## src/rtl/ac2_drain.sv

```systemverilog
// Drain unit for the four accumulator result registers. On start it snapshots them,
// pulses the per-register clean-enable, then streams the snapshot out over valid/ready.
module ac2_drain #(
    parameter int M  = 16,
    parameter int Pa = 8,
    parameter int Pw = 4,
    localparam int W = $clog2(M) + Pa + Pw
) (
    input  logic         clk,
    input  logic         rst,
    input  logic         start,
    input  logic [W-1:0] in_0,
    input  logic [W-1:0] in_1,
    input  logic [W-1:0] in_2,
    input  logic [W-1:0] in_3,
    output logic         cl_en,
    output logic [1:0]   w_en,
    output logic         busy,
    output logic         out_valid,
    input  logic         out_ready,
    output logic [W-1:0] out_data,
    output logic [1:0]   out_idx,
    output logic         out_last
);

    typedef enum logic [1:0] {
        IDLE = 2'd0,
        CLR  = 2'd1,
        SEND = 2'd2
    } state_t;

    state_t       state_q, state_d;
    logic [1:0]   cnt_q, cnt_d;
    logic         capture;
    logic [W-1:0] buf_q [4];

    // NOTE: sequential state uses non-blocking assignments so every register
    // samples pre-edge values, independent of process ordering.
    always_ff @(posedge clk or posedge rst) begin
        if (rst) begin
            state_q <= IDLE;
            cnt_q   <= 2'd0;
        end else begin
            state_q <= state_d;
            cnt_q   <= cnt_d;
        end
    end

    // NOTE: the snapshot buffer is reset on purpose, so a drain aborted by reset
    // can never leak stale words; this small array maps to flops, not RAM.
    always_ff @(posedge clk or posedge rst) begin
        if (rst) begin
            for (int i = 0; i < 4; i++) buf_q[i] <= '0;
        end else if (capture) begin
            buf_q[0] <= in_0;
            buf_q[1] <= in_1;
            buf_q[2] <= in_2;
            buf_q[3] <= in_3;
        end
    end

    // NOTE: every signal driven here gets a default first, which rules out
    // latch inference on any path through the case statement.
    always_comb begin
        state_d   = state_q;
        cnt_d     = cnt_q;
        capture   = 1'b0;
        cl_en     = 1'b0;
        w_en      = 2'd0;
        busy      = 1'b0;
        out_valid = 1'b0;
        out_data  = '0;
        out_idx   = 2'd0;
        out_last  = 1'b0;

        case (state_q)
            IDLE: begin
                if (start) begin
                    capture = 1'b1;
                    cnt_d   = 2'd0;
                    state_d = CLR;
                end
            end
            CLR: begin
                busy  = 1'b1;
                cl_en = 1'b1;
                w_en  = cnt_q;
                // The 2-bit counter wraps to 0 after register 3, ready for SEND.
                cnt_d = cnt_q + 2'd1;
                if (cnt_q == 2'd3) state_d = SEND;
            end
            SEND: begin
                busy      = 1'b1;
                out_valid = 1'b1;
                out_data  = buf_q[cnt_q];
                out_idx   = cnt_q;
                out_last  = (cnt_q == 2'd3);
                if (out_ready) begin
                    cnt_d = cnt_q + 2'd1;
                    if (cnt_q == 2'd3) state_d = IDLE;
                end
            end
            default: state_d = IDLE;
        endcase
    end

endmodule

```

## config.mk

```make
export PLATFORM = sky130hd
export DESIGN_NAME = ac2_drain
export DESIGN_NICKNAME = d
export VERILOG_FILES = /design/src/rtl/ac2_drain.sv
export SDC_FILE = /design/constraint.sdc
export NUM_CORES = 1
export LEC_CHECK = 0
export BUFFER_PORTS_ARGS = -buffer_cell sky130_fd_sc_hd__buf_2
export CAP_MARGIN = 20
export CORE_MARGIN = 1
export CORE_UTILIZATION = 50
export DETAILED_ROUTE_END_ITERATION = 8
export PLACE_DENSITY = 0.78
export RECOVER_POWER = 25
export SYNTH_ARGS = -nofsm -noshare
export SYNTH_HDL_FRONTEND = slang
export SYNTH_SLANG_ARGS = --single-unit
```

## constraint.sdc

```tcl
create_clock -name clk -period 5.82 [get_ports clk]
set_clock_uncertainty 0.05 [all_clocks]
set_input_delay 1.746 -clock clk [delete_from_list [all_inputs] [get_ports clk]]
set_output_delay 1.746 -clock clk [all_outputs]
set_load 0.02 [all_outputs]
```

== After elaboration in Yosys (flattened, before gate mapping) ==
Index checks and enable logic that the tools add are counted.

* Flip-flop bits (word level): 68
* Input bits: 68
* Output and inout port bits: 24
* Logic and storage cells: 41

* Add/sub/neg operators: 1
* $lt $le $gt $ge: 1
* Equality and inequality tests: 7
* Muxes and demuxes: 20
* Bitwise logic cells: 1
* Reduce and logical (&&, ||, !) cells: 5

{| class="wikitable"
|+ Operators with widths
! cell !! count
|-
| two-way mux 16 bit || 3
|-
| binary-select mux 16 bit (select 2 bit) || 1
|-
| two-way mux 2 bit || 8
|-
| one-hot mux 2 bit (3 select lines) || 2
|-
| inequality test 2 bit (second input constant) || 4
|-
| two-way mux 1 bit || 6
|-
| == test 2 bit (second input constant) || 2
|-
| AND reduction 4 bit || 1
|-
| greater-or-equal comparator 3 bit (second input constant) || 1
|-
| NOT 2 -> 3 bit || 1
|-
| AND reduction 3 bit || 1
|-
| nonzero test 3 bit || 1
|-
| adder 2 x 1 -> 2 bit (second input constant) || 1
|-
| == test 2 x 1 -> 1 bit (second input constant) || 1
|-
| zero test 2 bit || 1
|-
| OR reduction 2 bit || 1
|}

== Depth between registers and ports, before layout ==
* Depth after elaboration: 5
* Gate-level depth with buffers: 6
* Gate-level depth less buffers: 5

== Worst setup path after synthesis ==
Ideal clock, no wire load.

* Path kind: flip-flop to output port
* From: reg state_q[0]
* To: out out_data[0]
* Arrival: 1.493 ns
* Data required time: 4.024 ns
* Slack: 2.531 ns
* Stages on the path, launching flop included: 6
* Buffers on the path: 2
* Cells stage by stage: dfrtp_1 -> inv_1 -> ha_1 -> clkbuf_1 -> clkbuf_1 -> and2_1

* Longest elaborated chain between the ends: 2

{| class="wikitable"
|+ RTL lines
! item !! RTL line !! RTL
|-
| from (decl) || 32 || <nowiki>state_t state_q, state_d;</nowiki>
|-
| from (signal assigned) || 44 || <nowiki>state_q <= state_d;</nowiki>
|-
| == test 2 bit || 76 || <nowiki>case (state_q)</nowiki>
|-
| two-way mux 16 bit || 76 ||
|-
| to (decl) || 21 || <nowiki>output logic [W-1:0] out_data,</nowiki>
|}

No other way between the ends.

== Worst setup path after layout ==
* From: reg cnt_q[0]
* To: out out_data[12]

* Longest elaborated chain between the ends: 5

{| class="wikitable"
|+ RTL lines
! item !! RTL line !! RTL
|-
| from (decl) || 33 || <nowiki>logic [1:0] cnt_q, cnt_d;</nowiki>
|-
| from (signal assigned) || 45 || <nowiki>cnt_q <= cnt_d;</nowiki>
|-
| NOT 2 -> 3 bit (not written as such) || 95 || <nowiki>out_data = buf_q[cnt_q];</nowiki>
|-
| binary-select mux 16 bit (select 2 bit) || 95 ||
|-
| two-way mux 16 bit (not written as such) (2 in series) || 95 ||
|-
| two-way mux 16 bit || 76 ||
|}

No other way between the ends. The select of a mux whose other input is x is not followed.

==> impl_metrics.ini <==
[outcome]
status = finished, violations left
violations = capacitance limit, slew limit

[sta]
setup_viol = 0
timing_hold_violations_final = 0
tns_ns = 0
maxSlewHeadroom = -0.0867
fin_crit_sh = 0.689
fin_crit_ns = 4.01
drv_slew = 45
rsz0062_at_grt = no
fmax_mhz = 249
tightest_slew_ns = 1.63

[pwr]
intPower_mw = 1.45
powerDensity_nw_per_um2 = 538
pwr-share-seq = 0.411
p_sw_mw = 0.655
switching_share = 0.311
peakVddDrop_uv = 270
p_leak_nw = 1.85
p_comb_frac = 0.404
clkPwrFrac = 0.185

[global_route]
antenna_found_initial = 1
globalRouteOverflowTotal = 0
grt_max_degree = 45
grt_use_total = 0.196
grt_pass1_wl_mm = 9.51
grt_pass1_vias = 1994

[cts]
htree_levels = 3
hold_buffers = 0
cts_resized = 0
cts_root_buf = clkbuf_8
cts_buffers = 9
clk_pin_slew_ns = 0.07
cts_tree = yes
clock_latency_ns = 0.33
clock_path_buffers = 2
cts.sinks = 68
postCtsSetupBuffers = 0

[placement]
place_congestion = 0.721
hpwl_mm = 4.22
dpl_cell_area_um2 = 3700
io_buffers = 91

[drt]
routedWlPerCell_um = 15.9
wirelength_mm = 6.01
drt_iter0_drc = 69
vias_per_cell = 5.15
drcViolationCount = 0
drtAntennaViolNets = 0
firstDrtPassIters = 4
via_count = 1952

[floorplan]
fp.dieH_um = 81.8
die_area_um2 = 6690
start_util = 0.529
core-area_um2 = 6030
fp-row-count = 28
die_w_um = 81.8
ios = 92

[worst_setup_path]
cp-start-kind = register
critPathTopFamily = flip-flops
critPathSlowestCell = dfrtp_1
ff2ff_setup_slack_ns = 3.57
cp.depth = 4
end_kind = output pin
crit_fanout = 13
max_stage_delay_ns = 0.68
path_cells = buf_4, mux4_2, and2_1, buf_2
arrival_ns = 2.21
crit_buf_inv = 2
cp.required_ns = 4.02
critPathKind = reg -> out
worst_r2r_path_depth = 5

[yosys]
syn_nets = 280
syn_area_um2 = 3190
synth_cell_type_count = 18
synth_top_area_share = 0.534
synth_area_leader_cell = dfrtp_1
ys_warn_count = 0
synth_area_leaders = dfrtp_1, mux2_2, mux4_2
ys_seq_elements = 68
avgSynthCellArea_um2 = 15.5
yosysSeqAreaShare = 0.534
netlist_instances = 205

[job]
max_cap_viol_count = 1

[finish]
antennaDiodeCount = 0
drive_gt1_frac = 0.635
final_area_um2 = 3900
syn2layout_area_growth_pct = 22.5
layout.nets = 374

[hold_path]
hold_class = reg -> reg
hold_depth = 1
[sequential cells by signal (all words and copies together) (netlist names)]
register,flops
buf_q,64
cnt_q,2
state_q,2
[power groups by stage]
| stage | registers (mW) | logic (mW) | clock network, mW |
|---|---|---|---|
| finish | 0.864 | 0.849 | 0.389 |
| global route | 0.897 | 0.923 | 0.417 |
| CTS | 0.865 | 0.862 | 0.398 |
| detailed placement | 0.873 | 0.861 | 0 |
| global placement | 0.859 | 0.828 | 0 |
| floorplan | 0.798 | 0.729 | 0 |
[synth_stat cells]
cell / count
nor2b_1: 1
and2_1: 20
dfrtp_1: 68
nand2_2: 1
o21bai_1: 1
ha_1: 7
inv_1: 7
o221ai_1: 1
buf_4: 1
o221a_2: 1
mux2i_1: 1
nand2_1: 1
nor2_1: 1
buf_6: 2
mux4_2: 16
buf_2: 7
clkbuf_1: 2
mux2_2: 67
[per-stage QoR]
step                      instances  setup slack [ns]  hold slack [ns]  power [mW]  utilization
after floorplan                 205              2.31            0.424        1.53            -
after CTS                       379              1.74            0.454        2.12        0.648
final                           379              1.81            0.451        2.10        0.648
after global routing            379              1.64            0.464        2.24        0.648
after detailed placement        363              2.11            0.439        1.73        0.615
after global placement          362              2.15            0.433        1.69        0.612
[worst paths after layout]
check	from	end
worst min-delay path	buf_q[1]	buf_q[1]
max in group asynchronous	rst	buf_q[58]
worst min register to register	buf_q[1]	buf_q[1]
worst max register to register	state_q[0]	state_q[1]
worst max-delay path	cnt_q[0]	out_data[12]
min in group asynchronous	rst	cnt_q[1]
[layout by cell type, fill, tap and decap left out, types with 2 or more instances in the layout]
| cell | count |
|---|---|
| mux4_2 | 16 |
| inv_1 | 7 |
| clkbuf_8 | 11 |
| nand2_1 | 2 |
| buf_2 | 90 |
| clkbuf_1 | 2 |
| dfrtp_1 | 68 |
| mux2_2 | 67 |
| buf_4 | 3 |
| and2_1 | 20 |
| ha_1 | 7 |
| clkinv_2 | 2 |
[final cells by class]
cell class	instances	area [µm²]
fillers	480	2120
flip-flops and latches	68	1700
multi-input cells	118	1380
repair buffers	95	497
clock buffers	12	155
well taps	75	93.8
clock inverters	4	47.5
inverters	7	26.3
[routing by layer]
metal,vias to the layer above,wire (µm),GRT usage
met5,-,0,0
met4,0,102,0.0842
met3,10,440,0.0611
met2,64,2840,0.302
met1,960,2630,0.256
li1,918,-,-
[logic make-up after synthesis]
group                    count (synthesis)  share of synthesized area
AO/OA/AOI/OAI                            3                    0.00864
adder cells (fa/ha/maj)                  7                     0.0275
buffers and inverters                   19                     0.0310
flip-flops                              68                      0.534
multiplexers                            84                      0.353
AND/OR/NAND/NOR                         24                     0.0456
(Power assumes the default switching activity.)
